**src/rtl/pe_array_launch_cntl.sv**
```systemverilog
// PE array launch controller: waits for selected PEs to be ready, pulses start,
// collects completions and returns a tagged status response.
module pe_array_launch_cntl #(
  parameter int NUM_PE    = 64,
  parameter int TAG_WIDTH = 8,
  parameter int TMO_WIDTH = 16
) (
  input  logic                 clk,
  input  logic                 reset_poweron,
  input  logic                 cmd_valid,
  output logic                 cmd_ready,
  input  logic [NUM_PE-1:0]    cmd_pe_mask,
  input  logic [TAG_WIDTH-1:0] cmd_tag,
  input  logic [TMO_WIDTH-1:0] cmd_timeout,
  input  logic [NUM_PE-1:0]    pe_ready,
  input  logic [NUM_PE-1:0]    pe_complete,
  output logic [NUM_PE-1:0]    pe_start,
  output logic                 rsp_valid,
  input  logic                 rsp_ready,
  output logic [TAG_WIDTH-1:0] rsp_tag,
  output logic [1:0]           rsp_status,
  output logic [NUM_PE-1:0]    rsp_done_mask,
  output logic                 busy
);

  typedef enum logic [2:0] {
    S_IDLE,
    S_WAIT,
    S_START,
    S_RUN,
    S_RESP
  } state_t;

  localparam logic [1:0] ST_OK    = 2'b00;
  localparam logic [1:0] ST_TMO   = 2'b01;
  localparam logic [1:0] ST_EMPTY = 2'b10;

  state_t                 r_state;
  state_t                 w_state_nxt;
  logic [NUM_PE-1:0]      r_mask;
  logic [NUM_PE-1:0]      r_done;
  logic [NUM_PE-1:0]      r_pe_start;
  logic [TAG_WIDTH-1:0]   r_tag;
  logic [TMO_WIDTH-1:0]   r_timer;
  logic                   r_tmo_en;
  logic [1:0]             r_status;
  logic [1:0]             w_status_nxt;
  logic [NUM_PE-1:0]      w_done_nxt;
  logic                   w_accept;
  logic                   w_all_ready;
  logic                   w_all_done;
  logic                   w_expire;
  logic                   w_timing;

  assign w_accept    = cmd_valid && (r_state == S_IDLE);
  assign w_all_ready = (pe_ready & r_mask) == r_mask;
  assign w_done_nxt  = r_done | (pe_complete & r_mask);
  assign w_all_done  = w_done_nxt == r_mask;
  assign w_timing    = (r_state == S_WAIT) ||
                       (r_state == S_START) ||
                       (r_state == S_RUN);
  // Timer value 1 marks the last cycle the operation may still finish in.
  assign w_expire    = r_tmo_en && (r_timer == TMO_WIDTH'(1));

  always_comb begin
    w_state_nxt  = r_state;
    w_status_nxt = r_status;
    unique case (r_state)
      S_IDLE: begin
        if (cmd_valid) begin
          if (cmd_pe_mask == '0) begin
            w_state_nxt  = S_RESP;
            w_status_nxt = ST_EMPTY;
          end else begin
            w_state_nxt  = S_WAIT;
          end
        end
      end
      S_WAIT: begin
        if (w_expire) begin
          w_state_nxt  = S_RESP;
          w_status_nxt = ST_TMO;
        end else if (w_all_ready) begin
          w_state_nxt  = S_START;
        end
      end
      S_START: begin
        if (w_expire) begin
          w_state_nxt  = S_RESP;
          w_status_nxt = ST_TMO;
        end else begin
          w_state_nxt  = S_RUN;
        end
      end
      S_RUN: begin
        if (w_all_done) begin
          w_state_nxt  = S_RESP;
          w_status_nxt = ST_OK;
        end else if (w_expire) begin
          w_state_nxt  = S_RESP;
          w_status_nxt = ST_TMO;
        end
      end
      S_RESP: begin
        if (rsp_ready) begin
          w_state_nxt = S_IDLE;
        end
      end
      default: begin
        w_state_nxt = S_IDLE;
      end
    endcase
  end

  always_ff @(posedge clk or negedge reset_poweron) begin
    if (!reset_poweron) begin
      r_state    <= S_IDLE;
      r_mask     <= '0;
      r_done     <= '0;
      r_pe_start <= '0;
      r_tag      <= '0;
      r_timer    <= '0;
      r_tmo_en   <= 1'b0;
      r_status   <= ST_OK;
    end else begin
      r_state    <= w_state_nxt;
      r_status   <= w_status_nxt;
      r_pe_start <= (w_state_nxt == S_START) ? r_mask : '0;
      if (w_accept) begin
        r_mask   <= cmd_pe_mask;
        r_tag    <= cmd_tag;
        r_timer  <= cmd_timeout;
        r_tmo_en <= |cmd_timeout;
        r_done   <= '0;
      end else begin
        if (w_timing && r_tmo_en) begin
          r_timer <= r_timer - TMO_WIDTH'(1);
        end
        if (r_state == S_RUN) begin
          r_done <= w_done_nxt;
        end
      end
    end
  end

  assign cmd_ready     = (r_state == S_IDLE);
  assign busy          = (r_state != S_IDLE);
  assign rsp_valid     = (r_state == S_RESP);
  assign pe_start      = r_pe_start;
  assign rsp_tag       = r_tag;
  assign rsp_status    = r_status;
  assign rsp_done_mask = r_done;

endmodule

```
**config.mk**
```make
export PLATFORM = sky130hd
export DESIGN_NAME = pe_array_launch_cntl
export DESIGN_NICKNAME = d
export VERILOG_FILES = /design/src/rtl/pe_array_launch_cntl.sv
export SDC_FILE = /design/constraint.sdc
export NUM_CORES = 1
export LEC_CHECK = 0
export CORE_MARGIN = 2
export CORE_UTILIZATION = 49
export DETAILED_ROUTE_END_ITERATION = 8
export PLACE_DENSITY = 0.86
export SYNTH_ARGS = -nofsm -noshare
export SYNTH_HDL_FRONTEND = slang
export SYNTH_SLANG_ARGS = --single-unit
```
**constraint.sdc**
```tcl
create_clock -name clk -period 5.17 [get_ports clk]
set_input_delay 1.551 -clock clk [delete_from_list [all_inputs] [get_ports clk]]
set_output_delay 1.551 -clock clk [all_outputs]
set_load 0.05 [all_outputs]
```
==> out/results.ini, run 1 <==
[outcome]
status=completed

[die]
pin_count=361
dieHeight_um=149
start_util_pct=49.5
coreArea_mm2=0.0208
dieArea_mm2=0.0222
num_rows=53
die_w_um=149

[min_path]
min_path_type=flop to flop

[power]
power_mw=6.37
p_per_area_mw_per_mm2=428
leakagePower_nw=6.52
vdd_drop_max_v=0.000284

[sta]
max-slew-margin-rel_pct=32.4
setup_tns_ns=0
hold_violations=0
finalSetupViolations=0
final_max_slew_viol_count=0
period_share_pct=79.9
finClkSkew_ns=0.0249
grt_setup_unrepaired=no
min_period_ns=4.13
tightest_slew_ns=0.989
maxClockFrequency_mhz=242

[global_route]
grt_max_degree=107
grtUsageMet3_pct=9.30
antenna_found_initial=1
grt_pass1_vias=9810
grt_pass1_wl_um=60300
grt_use_met1_pct=45.4
gr-total-overflow=0
busiest_layer=met2
grt.total_usage_pct=36.7
use_met2_pct=60.3

[clock_tree]
post_cts_resized=0
postCtsHoldBufs=0
cts_htree_levels=1
clkSlewWorstSetupHoldPaths_ns=0.06
post-cts-setup-buffers=0
clock-sinks=222
cts_buffer_depth=3
cts-root-buf=clkbuf_16
numCtsBuffers=23
cts_tree=done
clock_latency_ns=0.52

[detailed_routing]
drcViolationCount=0
ant_nets=0
num_vias=9942
drt_iter0_markers=1079
wirelength_um=41200
wl_per_cell_um=24.3
via_per_inst=5.86
drtPass1Iterations=6

[synth]
synthMuxAreaShare_pct=0
netlist-cell-type-count=55
synth-compound-area-share_pct=10.2
synth-xor-area-share_pct=0.255
syn-cell-area_mm2=0.0103
syn_inst=1050
ys_warn_count=0
ys_ff_latch=222
synth_area_leaders=dfrtp_1, nand2_1, and2_4, nor3b_1, a31oi_1
synth_flop_cell=dfrtp_1
avgSynthCellArea_um2=9.82
synthAdderAreaFrac_pct=0.243
async_reset_ff_share_pct=100
synth_top_family_by_area=simple AND/OR/NAND/NOR gates
synth_area_leader_cell=dfrtp_1
netlist.area_leader.share_pct=53.9
yosysSeqAreaShare_pct=53.9
synth-simple-area-share_pct=32.0
synth-edff-count=0
syn-num-nets=1272

[placement]
portBuffers=360
gp_congestion=0.929
post_dp_cell_area_mm2=0.0142
hpwlAfterDp_um=31600

[critical_path]
cp-end-kind=flop
worstPathCellList=clkdlybuf4s50_1 > inv_1 > a2111oi_0 > nand4_1 > nor4_2 > and4_4 > buf_4 > and2_4
path_delay_family=simple AND/OR/NAND/NOR gates
cp_data_arrival_time_ns=4.57
critical_path.max_stage_delay_ns=0.88
critPathLaunchType=input pin
slowest_stage=a2111oi_0
path_buf_inv=3
path_max_fanout=30
critical_path_class=input pin to flop
worstPathRequired_ns=5.61

[final_layout]
nets=1628
area_delta_synth_final_pct=44.3
finalInstanceArea_mm2=0.0149
num_antenna_cells=0
layout-drive-gt1-share_pct=8.16

[flow_run]
drv_cap=0

## per-stage QoR
stage / setup WS, ns / hold WS (ns) / utilization [%] / std cells
after floorplan: 2.04 / 0.494 / - / 1050
after global placement: 0.767 / 0.458 / 68.0 / 1656
after detailed placement: 0.694 / 0.464 / 68.0 / 1656
after CTS: 1.20 / 0.479 / 71.4 / 1696
after global routing: 0.912 / 0.514 / 71.4 / 1696
final: 1.04 / 0.474 / 71.4 / 1696
## placed cells by master (no fill, tap or decap), drive strengths merged, types with 6 or more instances in the layout
master | netlist | routed
clkdlybuf4s50 | 0 | 359
nand2 | 224 | 224
dfrtp | 222 | 222
nor2 | 69 | 69
and2 | 67 | 67
a31oi | 59 | 59
nand2b | 56 | 56
nor3b | 52 | 52
nor2b | 42 | 42
nor4 | 36 | 36
inv | 32 | 33
clkbuf | 26 | 30
o21ai | 21 | 21
nand3 | 14 | 14
nand4 | 14 | 14
a2111oi | 14 | 14
buf | 14 | 12
o2111ai | 11 | 11
a21oi | 10 | 10
nor3 | 9 | 9
clkinv | 0 | 8
o2111a | 6 | 6
or4 | 6 | 6
## cell type report
class                   count  area, um2
multi-input cells         756       4410
inverters                  32        120
clock inverters            10       78.8
fillers                  1587       5950
clock buffers              30        632
well taps                 275        344
flip-flops and latches    222       5560
repair buffers            371       3730
## registers in the layout (all words and copies together) (netlist names)
register / count
r_timer: 16
r_tmo_en: 1
r_mask: 64
r_state: 3
rsp_done_mask: 64
rsp_tag: 8
rsp_status: 2
pe_start: 64
## path summary, 6_finish.rpt
check                      cells after the start  slack [ns]           endpoint           from
hold reg to reg                                2        0.47         rsp_tag[5]     rsp_tag[5]
min in group asynchronous                      1        1.03         r_mask[54]  reset_poweron
hold / removal                                 2        0.47         rsp_tag[5]     rsp_tag[5]
setup reg to reg                               7        2.01       pe_start[25]     r_mask[18]
max in group asynchronous                      2        3.03  rsp_done_mask[22]  reset_poweron
setup / recovery                               8        1.04       pe_start[25]   pe_ready[62]
## per-layer routing
layer | vias to the layer above | wire [um] | share of wire (%)
met5 | - | 16 | 0.039
met4 | 2 | 2530 | 6.1
met3 | 137 | 4460 | 11
met2 | 655 | 19300 | 47
met1 | 4797 | 14800 | 36
li1 | 4351 | - | -
## report_power, final
group | internal, mW | total (mW) | leakage (nW) | switching, mW
clock | 0.909 | 1.59 | 0.360 | 0.683
combinational | 0.842 | 2.21 | 3.30 | 1.37
sequential | 2.07 | 2.56 | 2.86 | 0.494
## synth_stat cells, drive strengths merged (3+ instances only)
cell type / number
nand2: 224
dfrtp: 222
nor2: 69
and2: 67
a31oi: 59
nand2b: 56
nor3b: 52
nor2b: 42
nor4: 36
inv: 32
clkbuf: 26
o21ai: 21
a2111oi: 14
buf: 14
nand3: 14
nand4: 14
o2111ai: 11
a21oi: 10
nor3: 9
o2111a: 6
or4: 6
a221o: 5
o32ai: 5
and3: 4
and2b: 3
o311ai: 3
or3: 3
xor2: 3
## cells by family after synthesis
| kind of cell | after synthesis |
|---|---|
| simple gates | 606 |
| flops | 222 |
| compound gates | 145 |
| buf+inv | 72 |
| xor+xnor | 3 |
| fa+ha+maj | 2 |
## worst min-delay path, stage by stage, from the launching register on
cell	delay [ns]
dfrtp_1	0.34
nand2_1	0.05
nand2_1	0.06
(Power assumes the default switching activity.)
==> run 2, diff against run 1 <==
--- a/config.mk
+++ b/config.mk
@@ -6,9 +6,9 @@
 export NUM_CORES = 1
 export LEC_CHECK = 0
 export CORE_MARGIN = 2
-export CORE_UTILIZATION = 49
+export CORE_UTILIZATION = 46
 export DETAILED_ROUTE_END_ITERATION = 8
-export PLACE_DENSITY = 0.86
+export PLACE_DENSITY = 0.81
 export SYNTH_ARGS = -nofsm -noshare
 export SYNTH_HDL_FRONTEND = slang
 export SYNTH_SLANG_ARGS = --single-unit
==> constraint.sdc (replaced) <==
create_clock -name clk -period 4.3 [get_ports clk]
set_input_delay 1.29 -clock clk [delete_from_list [all_inputs] [get_ports clk]]
set_output_delay 1.29 -clock clk [all_outputs]
set_load 0.05 [all_outputs]
==> run 2 against run 1 <==
Cell area grew 2.1%. Final cell count grew 1.4%. Count of clock-buffer cells in the layout grew 6. Global-route usage shrank 2.5 points. Power grew 26%. Critical endpoint is now cmd_ready.
==> out/results.ini, run 2 (synthesis results as in run 1) <==
[global_route]
grt.total_usage_pct=34.3
grt_pass1_wl_um=60900
gr-total-overflow=0
grt_max_degree=81
grt_pass1_vias=9881
antenna_found_initial=6

[clock_tree]
cts_tree=done
numCtsBuffers=25
post_cts_resized=0
clock_latency_ns=0.53
clock-sinks=222
cts-root-buf=clkbuf_16
clkSlewWorstSetupHoldPaths_ns=0.06
cts_buffer_depth=3
postCtsHoldBufs=0
cts_htree_levels=1
post-cts-setup-buffers=0

[die]
num_rows=54
dieArea_mm2=0.0236
start_util_pct=47.1
pin_count=361
coreArea_mm2=0.0219
dieHeight_um=154
die_w_um=154

[critical_path]
worstPathRequired_ns=3.01
cp_data_arrival_time_ns=2.39
critical_path_class=flop to primary output
critical_path.max_stage_delay_ns=0.80
path_max_fanout=6
cp.depth=3
critPathLaunchType=flop
path_buf_inv=2
reg2reg_depth=6
worstPathCellList=or3_1 > inv_2 > clkdlybuf4s50_1
cp-end-kind=primary output
slowest_stage=clkdlybuf4s50_1
path_delay_family=buffers and inverters

[min_path]
min_path_type=flop to flop
hold_depth=2

[power]
leakagePower_nw=6.66
vdd_drop_max_v=0.000310
p_per_area_mw_per_mm2=530

[detailed_routing]
drcViolationCount=0
wl_per_cell_um=23.9
ant_nets=0
wirelength_um=41000
via_per_inst=5.74
num_vias=9875
drtPass1Iterations=5
drt_iter0_markers=862

[outcome]
status=completed

[sta]
period_share_pct=85.7
finalSetupViolations=0
maxClockFrequency_mhz=272
setup_tns_ns=0
tightest_slew_ns=0.930
finClkSkew_ns=0.0187
max-slew-margin-rel_pct=38.0
min_period_ns=3.68
hold_violations=0
final_max_slew_viol_count=0
grt_setup_unrepaired=no
fin_ws_ns=0.617

[placement]
gp_congestion=0.958
hpwlAfterDp_um=31500
portBuffers=360
pre_cts_ws_ns=0.521

[flow_run]
drv_cap=0

[final_layout]
layout.cells.most_common_list=clkdlybuf4s50_1, nand2_1, dfrtp_1, nor2_1, a31oi_1
layout_commonest_cell=clkdlybuf4s50_1
finalCoreUtilization_pct=69.4
nets=1638
area_delta_synth_final_pct=47.3
layout-drive-gt1-share_pct=9.20

-- run 2: layout make-up --
cell class,count,area [um2]
fillers,1627,6710
flip-flops and latches,222,5560
multi-input cells,756,4410
repair buffers,379,3830
clock buffers,36,757
well taps,280,350
clock inverters,10,158
inverters,32,120
diodes,4,10.0
-- run 2: worst paths after layout --
check / endpoint / from / slack [ns]
max reg2reg: rsp_status[1] / rsp_done_mask[42] / 1.49
min: rsp_tag[3] / rsp_tag[3] / 0.47
min reg2reg: rsp_tag[3] / rsp_tag[3] / 0.47
max in group asynchronous: r_timer[12] / reset_poweron / 2.74
min in group asynchronous: rsp_done_mask[49] / reset_poweron / 0.71
max: cmd_ready / r_state[1] / 0.62
-- run 2: where the power goes --
part | switching, mW | internal (mW)
Clock | 0.870 | 1.46
Sequential | 0.561 | 2.49
Combinational | 1.65 | 1.02
-- run 2: stage by stage --
| step | area (um2) | hold WS [ns] | total power, mW | std cells |
|---|---|---|---|---|
| finish | 15200 | 0.469 | 8.05 | 1719 |
| global route | 15200 | 0.499 | 8.34 | 1716 |
| CTS | 15200 | 0.477 | 8.02 | 1715 |
| detailed placement | 14300 | 0.462 | 5.69 | 1669 |
| global placement | 14300 | 0.460 | 5.64 | 1669 |
| floorplan | 10300 | 0.494 | 4.44 | 1050 |
-- run 2: per-layer routing --
layer / track usage [%] / vias up / part of all wire, %
met5: 0 / - / 0
met4: 16.0 / 0 / 5.8
met3: 10.3 / 128 / 11
met2: 55.9 / 568 / 47
met1: 41.9 / 4804 / 36
li1: - / 4375 / -
-- run 2: worst reg2reg max path, stage by stage, from the launching register on --
cell       delay (ns)
dfrtp_1          0.42
nor2b_1          0.17
a2111oi_0        0.73
nand4_1          0.25
or4_4            0.59
nor4_4           0.40
nor3_1           0.10
==> run 3, diff against run 2 <==
--- a/config.mk
+++ b/config.mk
@@ -8,6 +8,7 @@
 export CORE_MARGIN = 2
 export CORE_UTILIZATION = 46
 export DETAILED_ROUTE_END_ITERATION = 8
+export GPL_TIMING_DRIVEN = 0
 export PLACE_DENSITY = 0.81
 export SYNTH_ARGS = -nofsm -noshare
 export SYNTH_HDL_FRONTEND = slang
==> constraint.sdc (replaced) <==
create_clock -name clk -period 3.54 [get_ports clk]
set_input_delay 1.062 -clock clk [delete_from_list [all_inputs] [get_ports clk]]
set_output_delay 1.062 -clock clk [all_outputs]
set_load 0.05 [all_outputs]
==> run 3 against run 2 <==
Die area unchanged. Clock skew shrank 0.0046 ns. Sequential power increased by 22%. Combinational power up 22%.
==> out/results.ini, run 3 (synthesis results as in run 1) <==
[detailed_routing]
drtPass1Iterations=7
wirelength_um=44000
drt_iter0_markers=1046
ant_nets=0
wl_per_cell_um=25.4
drcViolationCount=0
num_vias=10300
via_per_inst=5.92

[clock_tree]
cts-root-buf=clkbuf_16
clkSlewWorstSetupHoldPaths_ns=0.06
cts_htree_levels=1
cts_tree=done
postCtsHoldBufs=0
clock_latency_ns=0.53
cts_buffer_depth=3
numCtsBuffers=24
clock-sinks=222

[power]
p_clk_share_pct=26.2
power.switching_mw=3.79
power_frac_comb_pct=34.5
swShare_pct=40.0
leakagePower_nw=6.59
seq_power_share_pct=39.4
vdd_drop_max_v=0.000377
p_int_mw=5.69
p_per_area_mw_per_mm2=629

[placement]
pre_cts_ws_ns=-0.777
gp_congestion=0.958
hpwlAfterDp_um=34100
place_inst=1691
post_dp_cell_area_mm2=0.0143
portBuffers=360

[global_route]
grt_pass1_wl_um=63900
antenna_found_initial=9
grt.total_usage_pct=36.4
grt_max_degree=119
grt_pass1_vias=10200
gr-total-overflow=0

[critical_path]
critical_path_class=input pin to flop
slowest_stage=a2111oi_1
startpoint=pe_ready[13]
cp_data_arrival_time_ns=3.97
r2r-start=r_mask[13]
critical_path.max_stage_delay_ns=0.70
path_buf_inv=3
path_delay_family=simple AND/OR/NAND/NOR gates
path_max_fanout=10
cp-end-kind=flop
critPathLaunchType=input pin
cp_common_cell=buf_8
worstPathCellList=clkdlybuf4s50_1 > nor2b_1 > a2111oi_1 > nand4_1 > nor4_2 > and4_4 > buf_8 > buf_8 > and2_4
worstPathRequired_ns=4.00

[final_layout]
stdcell_count=1737
nets=1659
regArea_mm2=0.00556
layout.cells.most_common_list=clkdlybuf4s50_1, nand2_1, dfrtp_1, nor2_1, a31oi_1
area_delta_synth_final_pct=46.2
finalCoreUtilization_pct=68.8
fillCellCount=1662
finalInstanceArea_mm2=0.0151
layout_commonest_cell=clkdlybuf4s50_1
multi_input_area_mm2=0.00441
layout-drive-gt1-share_pct=7.99

[sta]
max-slew-margin-rel_pct=26.4
fin_ws_ns=0.0280
finClkSkew_ns=0.0141
final_max_slew_viol_count=0
setup_tns_ns=0
grt_setup_unrepaired=no
maxClockFrequency_mhz=285
period_share_pct=99.2
min_period_ns=3.51
hold_violations=0
finalSetupViolations=0
tightest_slew_ns=1.09

[min_path]
min_path_type=flop to flop
worstHoldStart=rsp_tag[4]

[die]
num_rows=54
dieHeight_um=154
die_w_um=154
pin_count=361
coreArea_mm2=0.0219
dieArea_mm2=0.0236
start_util_pct=47.1

[flow_run]
drv_cap=0

[outcome]
status=completed

[run 3: layout make-up]
| type | instances | share of cell area [%] |
|---|---|---|
| sequential | 222 | 36.9 |
| multi-input combinational | 756 | 29.3 |
| timing repair buffer | 361 | 24.1 |
| clock buffer | 36 | 4.69 |
| tap | 280 | 2.32 |
| buffer | 40 | 1.52 |
| inverter | 32 | 0.797 |
| clock inverter | 4 | 0.316 |
| antenna | 6 | 0.0996 |
[run 3: metal layers]
layer	part of all wire (%)	vias up	track usage (%)
li1	-	4422	-
met1	34	4959	43.3
met2	46	730	57.4
met3	13	171	12.9
met4	6.9	6	21.3
met5	0.091	-	0
[run 3: tightest hold or removal path, stage by stage, from the launching register on]
cell and delay (ns):
dfrtp_1 0.35, nand2_1 0.05, nand2_1 0.06
[run 3: stage by stage]
| step | total power [mW] | hold WS [ns] |
|---|---|---|
| after global routing | 9.77 | 0.511 |
| after CTS | 9.39 | 0.482 |
| final | 9.48 | 0.483 |
| after floorplan | 5.39 | 0.494 |
| after global placement | 6.87 | 0.459 |
| after detailed placement | 6.94 | 0.468 |
[run 3: path summary, 6_finish.rpt]
kind	end	slack [ns]	depth (start not counted)
max	pe_start[9]	0.03	9
min reg2reg	rsp_tag[4]	0.48	2
max reg2reg	pe_start[9]	0.43	8
min	rsp_tag[4]	0.48	2
max in group asynchronous	r_mask[35]	1.86	2
min in group asynchronous	pe_start[12]	0.64	1
[run 3: power by group through the flow]
stage,Sequential [mW],Clock [mW],Combinational (mW)
after floorplan,4.41,0,0.986
after global placement,3.70,0,3.16
after detailed placement,3.73,0,3.21
after CTS,3.69,2.47,3.23
after global routing,3.77,2.58,3.42
final,3.73,2.48,3.27
[run 3: repair_timing]
item,CTS,global route
setup endpoints to repair,65,60
setup buffers,0,0
gates resized for setup,1,2
